==> config.mk <==
export PLATFORM = sky130hd
export DESIGN_NAME = led_matrix_sequencer
export DESIGN_NICKNAME = d
export VERILOG_FILES = /design/src/rtl/led_matrix_pkg.sv /design/src/rtl/button_debounce.sv /design/src/rtl/led_matrix_sequencer.sv
export SDC_FILE = /design/constraint.sdc
export NUM_CORES = 1
export LEC_CHECK = 0
export ABC_AREA = 0
export ABC_CLOCK_PERIOD_IN_PS = 6000
export BUFFER_PORTS_ARGS = -buffer_cell sky130_fd_sc_hd__buf_2
export CORE_ASPECT_RATIO = 0.5
export CORE_MARGIN = 1.5
export CORE_UTILIZATION = 55
export CTS_CLUSTER_DIAMETER = 50
export DETAILED_ROUTE_END_ITERATION = 6
export GPL_TIMING_DRIVEN = 0
export PLACE_DENSITY_LB_ADDON = 0.08
export SLEW_MARGIN = 5
export SYNTH_ARGS = -nofsm -noshare
export SYNTH_HDL_FRONTEND = slang
export SYNTH_SLANG_ARGS = --single-unit
==> constraint.sdc <==
create_clock -name clk_in -period 6 [get_ports clk_in]
set_input_delay 1.2 -clock clk_in [delete_from_list [all_inputs] [get_ports clk_in]]
set_output_delay 1.2 -clock clk_in [all_outputs]
set_load 0.005 [all_outputs]
==> src/rtl/led_matrix_pkg.sv <==
// Shared definitions for the LED matrix sequencer: mode encodings and the
// progressive-fill pixel rule.
package led_matrix_pkg;

    typedef enum logic [1:0] {
        MODE_MANUAL   = 2'b00,
        MODE_FWD      = 2'b01,
        MODE_PINGPONG = 2'b10,
        MODE_HOLD     = 2'b11
    } mode_e;

    // Frame f lights pixels 0..f; frame == pixels is the blank frame.
    function automatic logic pixel_lit(input int unsigned frame,
                                       input int unsigned index,
                                       input int unsigned pixels);
        return (frame < pixels) && (index <= frame);
    endfunction

endpackage

==> src/rtl/button_debounce.sv <==
// Two-flop synchroniser and debounce counter for an active-low push-button,
// with a one-cycle pulse on each accepted press.
module button_debounce #(
    parameter int unsigned DEBOUNCE = 65536
) (
    input  logic clk_i,
    input  logic rst_ni,
    input  logic btn_n_i,
    output logic rise_o
);

    localparam int unsigned CW = (DEBOUNCE > 1) ? $clog2(DEBOUNCE) : 1;
    localparam logic [CW-1:0] CntMax = CW'(DEBOUNCE - 1);

    logic          sync1_q, sync2_q;
    logic          level_q, level_d;
    logic          rise_q, rise_d;
    logic [CW-1:0] cnt_q, cnt_d;

    // Level flips on the DEBOUNCE-th consecutive sample that differs from it.
    always_comb begin
        level_d = level_q;
        rise_d  = 1'b0;
        cnt_d   = '0;
        if (sync2_q != level_q) begin
            if (cnt_q == CntMax) begin
                level_d = sync2_q;
                rise_d  = sync2_q;
            end else begin
                cnt_d = cnt_q + 1'b1;
            end
        end
    end

    always_ff @(posedge clk_i or negedge rst_ni) begin
        if (!rst_ni) begin
            sync1_q <= 1'b0;
            sync2_q <= 1'b0;
            level_q <= 1'b0;
            rise_q  <= 1'b0;
            cnt_q   <= '0;
        end else begin
            sync1_q <= ~btn_n_i;
            sync2_q <= sync1_q;
            level_q <= level_d;
            rise_q  <= rise_d;
            cnt_q   <= cnt_d;
        end
    end

    assign rise_o = rise_q;

endmodule

==> src/rtl/led_matrix_sequencer.sv <==
// Row-multiplexed ROWS x COLS LED matrix driver with a progressive-fill
// animation stepped manually, forward or ping-pong, changing only at scan ends.
module led_matrix_sequencer
    import led_matrix_pkg::*;
#(
    parameter int unsigned ROWS      = 4,
    parameter int unsigned COLS      = 4,
    parameter int unsigned SCAN_DIV  = 2500,
    parameter int unsigned BLANK     = 2,
    parameter int unsigned FRAME_DIV = 50,
    parameter int unsigned DEBOUNCE  = 65536,
    localparam int unsigned PIXELS   = ROWS * COLS,
    localparam int unsigned FW       = $clog2(PIXELS + 1)
) (
    input  logic            clk_in,
    input  logic            rst_n_in,
    input  logic            button_in,
    input  logic [1:0]      mode_in,
    output logic [ROWS-1:0] row_out,
    output logic [COLS-1:0] col_out,
    output logic [FW-1:0]   frame_out,
    output logic            frame_start_out
);

    localparam int unsigned SW  = $clog2(SCAN_DIV);
    localparam int unsigned RW  = $clog2(ROWS);
    localparam int unsigned FDW = (FRAME_DIV > 1) ? $clog2(FRAME_DIV) : 1;

    localparam logic [SW-1:0]  SlotMax  = SW'(SCAN_DIV - 1);
    localparam logic [SW-1:0]  BlankEnd = SW'(BLANK);
    localparam logic [RW-1:0]  RowMax   = RW'(ROWS - 1);
    localparam logic [FDW-1:0] ScanMax  = FDW'(FRAME_DIV - 1);
    localparam logic [FW-1:0]  LastFrm  = FW'(PIXELS);

    logic [SW-1:0]   slot_q, slot_d;
    logic [RW-1:0]   row_q, row_d;
    logic [FDW-1:0]  scan_q, scan_d;
    logic [FW-1:0]   frame_q, frame_d;
    logic            dir_up_q, dir_up_d;
    logic            pending_q, pending_d;
    mode_e           mode_q, mode_d;
    logic [ROWS-1:0] row_out_q, row_out_d;
    logic [COLS-1:0] col_out_q, col_out_d;
    logic [FW-1:0]   frame_out_q;
    logic            frame_start_q, frame_start_d;

    logic            press;
    logic            slot_wrap, boundary, changed, tick, lit;
    logic [FDW-1:0]  scan_eff;
    logic [FW-1:0]   frame_fwd;
    mode_e           mode_new;

    button_debounce #(
        .DEBOUNCE (DEBOUNCE)
    ) u_button_debounce (
        .clk_i   (clk_in),
        .rst_ni  (rst_n_in),
        .btn_n_i (button_in),
        .rise_o  (press)
    );

    always_comb begin
        slot_wrap = (slot_q == SlotMax);
        boundary  = slot_wrap && (row_q == RowMax);
        slot_d    = slot_wrap ? '0 : slot_q + 1'b1;
        row_d     = row_q;
        if (slot_wrap) begin
            row_d = (row_q == RowMax) ? '0 : row_q + 1'b1;
        end

        mode_new  = mode_e'(mode_in);
        changed   = boundary && (mode_new != mode_q);
        scan_eff  = changed ? '0 : scan_q;
        tick      = (scan_eff == ScanMax);
        frame_fwd = (frame_q == LastFrm) ? '0 : frame_q + 1'b1;

        mode_d    = boundary ? mode_new : mode_q;
        scan_d    = scan_q;
        frame_d   = frame_q;
        dir_up_d  = dir_up_q;
        pending_d = pending_q;

        if (boundary) begin
            // Every boundary consumes or discards the pending step.
            pending_d = 1'b0;
            scan_d    = scan_eff;
            unique case (mode_new)
                MODE_MANUAL: begin
                    if (!changed && pending_q) frame_d = frame_fwd;
                end
                MODE_FWD: begin
                    scan_d = tick ? '0 : scan_eff + 1'b1;
                    if (tick) frame_d = frame_fwd;
                end
                MODE_PINGPONG: begin
                    scan_d = tick ? '0 : scan_eff + 1'b1;
                    if (tick) begin
                        if (dir_up_q) begin
                            if (frame_q == LastFrm) begin
                                dir_up_d = 1'b0;
                                frame_d  = LastFrm - 1'b1;
                            end else begin
                                frame_d  = frame_q + 1'b1;
                            end
                        end else if (frame_q == '0) begin
                            dir_up_d = 1'b1;
                            frame_d  = FW'(1);
                        end else begin
                            frame_d  = frame_q - 1'b1;
                        end
                    end
                end
                MODE_HOLD: ;
                default: ;
            endcase
        end

        // A press on a boundary cycle survives to the following boundary.
        if (press && (mode_d == MODE_MANUAL)) pending_d = 1'b1;

        lit = (slot_q >= BlankEnd);
        for (int unsigned r = 0; r < ROWS; r++) begin
            row_out_d[r] = lit && (row_q == RW'(r));
        end
        for (int unsigned c = 0; c < COLS; c++) begin
            col_out_d[c] = lit && pixel_lit(32'(frame_q), 32'(row_q) * COLS + c, PIXELS);
        end
        frame_start_d = (slot_q == '0) && (row_q == '0);
    end

    always_ff @(posedge clk_in or negedge rst_n_in) begin
        if (!rst_n_in) begin
            slot_q        <= '0;
            row_q         <= '0;
            scan_q        <= '0;
            frame_q       <= '0;
            dir_up_q      <= 1'b1;
            pending_q     <= 1'b0;
            mode_q        <= MODE_MANUAL;
            row_out_q     <= '0;
            col_out_q     <= '0;
            frame_out_q   <= '0;
            frame_start_q <= 1'b0;
        end else begin
            slot_q        <= slot_d;
            row_q         <= row_d;
            scan_q        <= scan_d;
            frame_q       <= frame_d;
            dir_up_q      <= dir_up_d;
            pending_q     <= pending_d;
            mode_q        <= mode_d;
            row_out_q     <= row_out_d;
            col_out_q     <= col_out_d;
            frame_out_q   <= frame_q;
            frame_start_q <= frame_start_d;
        end
    end

    assign row_out         = row_out_q;
    assign col_out         = col_out_q;
    assign frame_out       = frame_out_q;
    assign frame_start_out = frame_start_q;

endmodule
---- Yosys cells after proc, flatten, opt, wreduce, memory -nomap -nowiden ----
Index checks and enable logic that the tools add are counted.
cells by class
  multiplexer cells ....................... 23
  $lt $le $gt $ge ......................... 6
  equal/unequal tests ..................... 14
  divide/modulo/power cells ............... 0
  reduce and logical (&&, ||, !) cells .... 29
  shifts and indexed selects .............. 0
  multipliers ............................. 0
  $add $sub $neg .......................... 9
  bitwise logic cells ..................... 1
operator list
  cell                     count
  $mux W5                  7
  $mux W16                 2
  $mux W6                  3
  $logic_and A1 B1 Y1      17
  $add A16 B1 Y16 const B  1
  $eq A16 B16 Y1 const B   1
  $le A5 B5 Y1             3
  $pmux W5 S3              1
  $add A12 B1 Y12 const B  1
  $eq A12 B12 Y1 const B   1
  $ge A12 B2 Y1 const B    1
  $logic_not A12 Y1        1
  $mux W12                 1
  $add A4 B2 Y5 const B    2
  $mux W1                  7
  $add A6 B1 Y6 const B    1
  $eq A2 B2 Y1 const B     3
  $eq A6 B6 Y1 const B     1
  $logic_not A2 Y1         3
  $ne A2 B2 Y1 const B     3
  $add A4 B1 Y5 const B    1
  $add A5 B1 Y5 const B    1
  $eq A5 B5 Y1 const B     1
  $le A4 B5 Y1             1
  other kinds (16)         18
storage, ports and cells
  register bits after elaboration ......... 63
  ROM bits ................................ 0
  latch bits .............................. 0
  bits in writable memories ............... 0
  memories ................................ 0

---- Logic depth before layout (Yosys ltp) ----
Gate-level depths: netlist of run 1.
  word-level depth ........................ 7
  depth in mapped cells ................... 13

---- Modules after synthesis ----
From an unflattened synthesis of run 1, not the netlist that was laid out.
second synthesis, totals
  cells, all modules ...................... 339
  area, all modules ....................... 3355.7 um^2
modules (own cells, without submodules)
  module                area each (um^2)  times used  cells an instance  seq. area each (um^2)
  led_matrix_sequencer  2443.6            1           254                1077.3
  button_debounce       912.1             1           85                 500.5

---- Worst setup path after synthesis of run 1 ----
Ideal clock, no wire load.
  path type ............................... in2reg
  start ................................... input port mode_in[1]
  end ..................................... register frame_q[0]
  buffers on the path ..................... 0
  cell stages on the path ................. 11
  path slack .............................. 2.749 ns
  arrival ................................. 3.174 ns
  setup time .............................. 0.076 ns
  cell sequence ........................... xor2_1 > nor2_1 > nor2_1 > nor2b_1 > inv_1 > ha_1 > nand4bb_1 > nor4_4 > o2111ai_4 > or3_1 > o21ai_1
on the way
  cells in the longest elaborated chain, start to end .. 6
  elaborated cells between the ends (all ways) .. 15
  classes of those cells .................. 7 x eq/ne; 2 x mux; 6 x reduce/logical
RTL lines
  element                                              RTL line                                                RTL
  start: declaration                                   led_matrix_sequencer.sv:18                              input logic [1:0] mode_in,
  $ne A2 B2 Y1                                         led_matrix_sequencer.sv:72                              changed = boundary && (mode_new != mode_q);
  $logic_and A1 B1 Y1                                  led_matrix_sequencer.sv:72
  $mux W6 or $logic_not A1 Y1 (tied branches)          led_matrix_sequencer.sv:73, led_matrix_sequencer.sv:89
  $eq A6 B6 Y1 or $logic_and A1 B1 Y1 (tied branches)  led_matrix_sequencer.sv:74, led_matrix_sequencer.sv:89
  $ne A2 B2 Y1 (no source line)                        --
  $reduce_and A5 Y1 (no source line)                   --
  end signal: assignment                               led_matrix_sequencer.sv:148                             frame_q <= frame_d;
  end: declaration                                     led_matrix_sequencer.sv:38                              logic [FW-1:0] frame_q, frame_d;
Parallel ways exist; a longest one is shown, timed or not.
A chain may end at the register's enable or synchronous reset.

---- Worst setup path after layout of run 1 ----
  start ................................... input port mode_in[0]
  end ..................................... register frame_q[0]
The elaborated chain is that of the path after synthesis.

==> results.cfg, run 1 <==
[outcome]
outcome = finished, final reports clean

[floorplan]
dieWidth_um = 112.4
dieArea_sq_um = 6489
die_y_um = 57.72
core_sq_um = 5634
ios = 19
initial_core_util_pct = 58.45
rows = 19

[layout]
syn2layout_area_growth_pct = 14.78
num-nets-final = 386
drive_above_1_share_pct = 12.33
multiInputGateArea_sq_um = 1600
final_util_pct = 67.09
regArea_sq_um = 1578
final_cell_mix = 62 x dfrtp_1, 46 x nor2_1, 26 x nand2_1, 21 x ha_1
nFillCells = 471
num_antenna_cells = 0
fin_area_sq_um = 3780
final_common_cell = dfrtp_1
final_cells = 438

[yosys]
postSynthNetCount = 357
synthArstFlopShare_pct = 100.0
ys.flop_type = dfrtp_1
synth.distinct_cells = 52
yosysSeqAreaShare_pct = 47.91
syn-cell-area_sq_um = 3293
synth_edf_count = 0
syn_avg_cell_area_sq_um = 9.949
yosys_warnings = 0
ys_ff_latch = 63
syn_inst = 331

[hold_path]
hold_path_class = reg2reg
worstHoldStart = u_button_debounce.sync1_q
min_path_cells = 0
hold_end = u_button_debounce.sync2_q

[detailed_routing]
dr_wl_met2_um = 2707
wl_per_cell_um = 13.40
vias = 2363
highest_layer = met4
drt_wl_total_um = 5869
first_pass_iters = 4
dr.first_iter.drc_count = 130
met3_length_um = 249
post-route-drc-count = 0
viasPerCell = 5.395
m1WireLength_um = 2848
ant_nets = 0

[sta]
fin_crit_sh_pct = 56.51
hold_viol_final = 0
relSlewSlack_pct = 48.31
fmax_ghz = 0.2949
hold_ws_ns = 0.3566
slew_viol_final = 0
setup_viol = 0
worstMarginPinSlew_ns = 0.7753
finalCriticalPeriod_ns = 3.391
rsz0062_at_grt = false
timing.setup.tns_ns = 0
clock-skew-final_ns = 0.007310

[critical_path]
r2r_end = frame_q[0]
criticalPathCategory = in2reg
cp.arrival_ns = 3.64
cp_max_fo = 7
cp-start-kind = input port
critPathCaptureType = flop
reg2reg_from = row_q[0]
crit_required_ns = 6.25
r2r_slack_ns = 2.79
r2r_cells = 12

[placed_design]
dpl_cell_area_sq_um = 3477
gp_congestion = 0.8642
dp_hpwl_um = 4060
placed_cells = 422
port_buffers = 18

[clock_network]
clk_latency_ns = 0.33
ctsHoldBuffers = 0
cts_sinks = 63
postCtsSetupBuffers = 0
clockRootBuffer = clkbuf_16
cts_max_path_buffers = 2
post_cts_resized = 0
clkSlewWorstSetupHoldPaths_ns = 0.05
cts_tree = done
htreeDepth = 3
numCtsBuffers = 9

[global_route]
grt_antenna_before_repair = 0
grt_use_total_pct = 20.82
grt_pass1_vias = 2335
grt_max_degree = 64
grt_pass1_wl_um = 10470
overflow = 0

[power_and_ir_drop]
peakVddDrop_v = 0.0002031
leakage_nw = 1.677
power_density_nw_per_um2 = 263.7

[run]
drv_cap = 0
layout make-up:
type | instances | share of cell area [%]
clock buffer | 13 | 6.885
timing repair buffer | 18 | 2.450
buffer | 10 | 1.258
tap | 73 | 2.416
inverter | 18 | 1.787
multi-input combinational | 240 | 42.34
sequential | 63 | 41.74
clock inverter | 3 | 1.125
flip-flops by register name (all words and copies together) (netlist names):
register	count
col_out	4
dir_up_q	1
frame_out	5
frame_q	5
frame_start_out	1
mode_q	2
pending_q	1
row_out	4
row_q	2
scan_q	6
slot_q	12
u_button_debounce.cnt_q	16
u_button_debounce.level_q	1
u_button_debounce.rise_o	1
u_button_debounce.sync1_q	1
u_button_debounce.sync2_q	1
synth_stat cells, types with 3 or more instances:
cell      number  area share, %
nor3_1         7            1.1
and4_1         3           0.80
a21oi_1        6           0.91
and3_1         5           0.95
and2_1         5           0.95
nand2_1       26            3.0
nor2b_1        6            1.1
nand4_1        7            1.3
nor2_1        46            5.2
a31oi_1        6            1.1
dfrtp_1       62             47
xnor2_1       11            2.9
xor2_1        17            4.5
a22o_1         3           0.80
or2_2          3           0.57
o21ai_0       14            2.1
inv_1         18            2.1
ha_1          21            8.0
clkbuf_1       7           0.80
nand3_1       14            2.1
or3_1          5           0.95
routing by layer:
layer | up-vias | global-route usage [%]
li1 | 1193 | -
met1 | 1121 | 26.42
met2 | 42 | 34.53
met3 | 7 | 6.276
met4 | 0 | 7.957
met5 | - | 0
cells by family after synthesis:
kind of cell / share of synthesized area, %
AO/OA/AOI/OAI: 10.98
XOR/XNOR: 7.447
adder cells (fa/ha/maj): 7.979
buffers and inverters: 3.495
flip-flops: 47.91
multiplexers: 0.3419
AND/OR/NAND/NOR: 21.85
worst max-delay path by stage:
| stage | startpoint | endpoint | cells after the start | slack (ns) |
|---|---|---|---|---|
| global route | mode_in[0] | frame_q[0] | 12 | 2.43 |
| floorplan | mode_in[1] | frame_q[0] | 11 | 2.75 |
| detailed placement | mode_in[0] | frame_q[0] | 12 | 2.29 |
| finish | mode_in[0] | frame_q[0] | 12 | 2.61 |
| CTS | mode_in[0] | frame_q[0] | 12 | 2.62 |
| global placement | mode_in[1] | frame_q[0] | 12 | 2.37 |
power by group:
part / internal, W / total, W / leakage [nW] / switching (W)
clock: 0.000343 / 0.000517 / 0.146 / 0.000174
combinational: 0.0000145 / 0.0000441 / 0.733 / 0.0000296
sequential: 0.000431 / 0.000435 / 0.798 / 0.00000424
total: 0.000788 / 0.000997 / 1.68 / 0.000208
stage by stage:
step / setup WS (ns) / total power, W
after floorplan: 2.749 / 0.0004681
after global placement: 2.367 / 0.0004848
after detailed placement: 2.292 / 0.0004863
after CTS: 2.620 / 0.001012
after global routing: 2.429 / 0.001034
final: 2.609 / 0.0009966
critical path: stages:
cell       delay, ns
buf_2           0.13
xor2_1          0.49
nor2_1          0.17
nor2_1          0.17
nor2b_1         0.08
inv_1           0.06
ha_1            0.14
nand4bb_1       0.18
nor4_4          0.32
o2111ai_4       0.22
or3_1           0.41
o21ai_1         0.08
Power figures use the tool's default switching activity.
==> run 2: changes to the inputs <==
--- a/config.mk
+++ b/config.mk
@@ -5,8 +5,8 @@
 export SDC_FILE = /design/constraint.sdc
 export NUM_CORES = 1
 export LEC_CHECK = 0
-export ABC_AREA = 0
-export ABC_CLOCK_PERIOD_IN_PS = 6000
+export ABC_AREA = 1
+export ABC_CLOCK_PERIOD_IN_PS = 3230
 export BUFFER_PORTS_ARGS = -buffer_cell sky130_fd_sc_hd__buf_2
 export CORE_ASPECT_RATIO = 0.5
 export CORE_MARGIN = 1.5
==> constraint.sdc (replaced) <==
create_clock -name clk_in -period 3.23 [get_ports clk_in]
set_input_delay 0.646 -clock clk_in [delete_from_list [all_inputs] [get_ports clk_in]]
set_output_delay 0.646 -clock clk_in [all_outputs]
set_load 0.005 [all_outputs]
==> run 2 against run 1 <==
Compared with the run above: critical path depth grew 3; clock skew barely moved; total power grew 95%; sequential cell count stayed put; wire length rose by 12%; critical path type is now reg2reg; largest cell class unchanged.
==> results.cfg, run 2 <==
[floorplan]
die_y_um = 59.30
initial_core_util_pct = 57.09
rows = 20
ios = 19
dieArea_sq_um = 6854
core_sq_um = 6106
dieWidth_um = 115.6

[yosys]
synth.most_common_cell = nand2_1
ys_ff_latch = 63
synth.distinct_cells = 40
yosys_warnings = 0
syn_avg_cell_area_sq_um = 8.221
synthArstFlopShare_pct = 100.0
synthTopCellsByCount = 92 x nand2_1, 62 x dfrtp_1, 62 x inv_1
postSynthNetCount = 450
yosys.area.top_type_share_pct = 44.51
syn_inst = 424
synth_edf_count = 0
yosysTopAreaCell = dfrtp_1
ys.flop_type = dfrtp_1
synth_area_leaders = dfrtp_1 45%, nand2_1 9.9%, ha_1 7.5%
yosysSeqAreaShare_pct = 45.26
syn-cell-area_sq_um = 3486

[detailed_routing]
dr.first_iter.drc_count = 147
vias = 2783
ant_nets = 0
first_pass_iters = 4
wl_per_cell_um = 12.00
drt_wl_total_um = 6553
viasPerCell = 5.097
post-route-drc-count = 0

[sta]
relSlewSlack_pct = 48.49
setup_viol = 0
clock-skew-final_ns = 0.007295
rsz0062_at_grt = false
finalCriticalPeriod_ns = 2.667
timing.setup.tns_ns = 0
slew_viol_final = 0
fin_crit_sh_pct = 82.58
hold_viol_final = 0
fmax_ghz = 0.3749
worstMarginPinSlew_ns = 0.7727

[layout]
final_common_cell = nand2_1
top_regs = u_button_debounce.cnt_q x16, slot_q x12, scan_q x6
num-nets-final = 479
drive_above_1_share_pct = 12.01
largest_reg_flops = 16
syn2layout_area_growth_pct = 15.15
largest-register = u_button_debounce.cnt_q
regArea_sq_um = 1578
fin_area_sq_um = 4014
final_cell_mix = 92 x nand2_1, 62 x inv_1, 62 x dfrtp_1, 51 x nor2_1, 30 x nand3_1
num_antenna_cells = 0
nFillCells = 519
multiInputGateArea_sq_um = 1648

[clock_network]
cts_sinks = 63
clkSlewWorstSetupHoldPaths_ns = 0.05
cts_max_path_buffers = 2
htreeDepth = 3
clockRootBuffer = clkbuf_16
numCtsBuffers = 9
post_cts_resized = 0
ctsHoldBuffers = 0
cts_tree = done
clk_latency_ns = 0.33
postCtsSetupBuffers = 0

[critical_path]
cp.arrival_ns = 2.89
criticalPathCategory = reg2reg
crit_chain = ha_1, nand2_1, nor2_4, nand3_4, nor2_4, nor2_1, inv_1, ha_1, nand2_1, nor3_1, nand2_1, nand2_2, nand2_4, nand2_1, nand2_1
max_stage_delay_ns = 0.42
cp-start-kind = flop
cpMostUsedCell = nand2_1
critPathCaptureType = flop
slowest_stage = dfrtp_1
r2r_cells = 15
crit_required_ns = 3.45
cp_max_fo = 7

[power_and_ir_drop]
p_clk_share_pct = 53.4
leakage_nw = 2.031
power.sequential.fraction_pct = 41.9
netSwitchingPower_w = 0.0003914
peakVddDrop_v = 0.0002587
power_frac_comb_pct = 4.8
p_total_w = 0.001943
power_density_nw_per_um2 = 484.1
intPower_w = 0.001552
p_sw_share_pct = 20.14

[outcome]
outcome = finished, final reports clean

[global_route]
overflow = 0
grt_use_total_pct = 21.29
met3_usage_pct = 7.669
grt_use_met2_pct = 35.84
grt_max_degree = 64
grt_antenna_before_repair = 0
grt_pass1_wl_um = 11020
met1_usage_pct = 25.31
grt.busiest_layer = met2
grt_pass1_vias = 2585

[placed_design]
dpl_cell_area_sq_um = 3689
gp_congestion = 0.8904
dp_hpwl_um = 4629
port_buffers = 18

[hold_path]
hold_path_class = reg2reg
min_path_cells = 0

[run]
drv_cap = 0
run 2: cell count changes after synthesis, moves of 6 or more:
cell / delta
xnor2_1: -9
a21oi_1: +7
clkbuf_1: -7
nand2_1: +66
nand3_1: +16
inv_1: +44
nor2b_1: -6
run 2: metrics by stage:
stage               util, %  hold slack, ns  setup WS [ns]  std cells
floorplan                 -          0.3312         0.9591        424
global placement      60.37          0.3329         0.5025        530
detailed placement    60.41          0.3418         0.4145        530
CTS                   65.74          0.3525         0.6061        546
global route          65.74          0.3534         0.2903        546
finish                65.74          0.3503         0.5628        546
run 2: logic make-up (layout without fill, tap and decap cells):
group | count (synthesis) | count (layout) | share of synthesized area [%]
fa+ha+maj | 21 | 21 | 7.538
simple gates | 211 | 211 | 27.67
compound gates | 43 | 43 | 7.287
buf+inv | 67 | 101 | 7.466
flops | 63 | 63 | 45.26
xor+xnor | 19 | 19 | 4.774
run 2: final timing paths:
check,from,end,slack [ns]
max in group asynchronous,rst_n_in,u_button_debounce.cnt_q[11],2.32
min reg2reg,u_button_debounce.sync1_q,u_button_debounce.sync2_q,0.35
max,slot_q[1],frame_q[1],0.56
min,u_button_debounce.sync1_q,u_button_debounce.sync2_q,0.35
max reg2reg,slot_q[1],frame_q[1],0.56
min in group asynchronous,rst_n_in,row_q[0],0.40
run 2: power groups by stage:
| stage | sequential, W | clock (W) | combinational [W] |
|---|---|---|---|
| 2_1_floorplan | 0.000826 | 0 | 0.0000545 |
| 3_3_place_gp | 0.000826 | 0 | 0.0000914 |
| 3_5_place_dp | 0.000827 | 0 | 0.0000942 |
| 4_1_cts | 0.000813 | 0.00106 | 0.0000947 |
| 5_1_grt | 0.000815 | 0.00110 | 0.000108 |
| 6_report | 0.000813 | 0.00104 | 0.0000926 |
run 2: routing by layer:
metal / routed length, um / share of wire, %
met3: 284 / 4.3
met2: 3056 / 47
met4: 84 / 1.3
met1: 3127 / 48
met5: 0 / 0
run 2: area by class of cell:
cell class,count,share of cell area [%]
Multi-Input combinational cell,294,41.05
Sequential cell,63,39.31
Clock buffer,13,6.484
Inverter,65,6.079
Tap cell,88,2.743
Timing Repair Buffer,18,2.307
Clock inverter,3,1.621
Buffer,2,0.4052
run 2: worst max-delay path, delay by kind of cell (launching register included):
| kind | cells | cell delay [ns] |
|---|---|---|
| adders and majority gates | 2 | 0.40 |
| buffers and inverters | 1 | 0.08 |
| DFF | 1 | 0.42 |
| and+or+nand+nor | 12 | 1.65 |
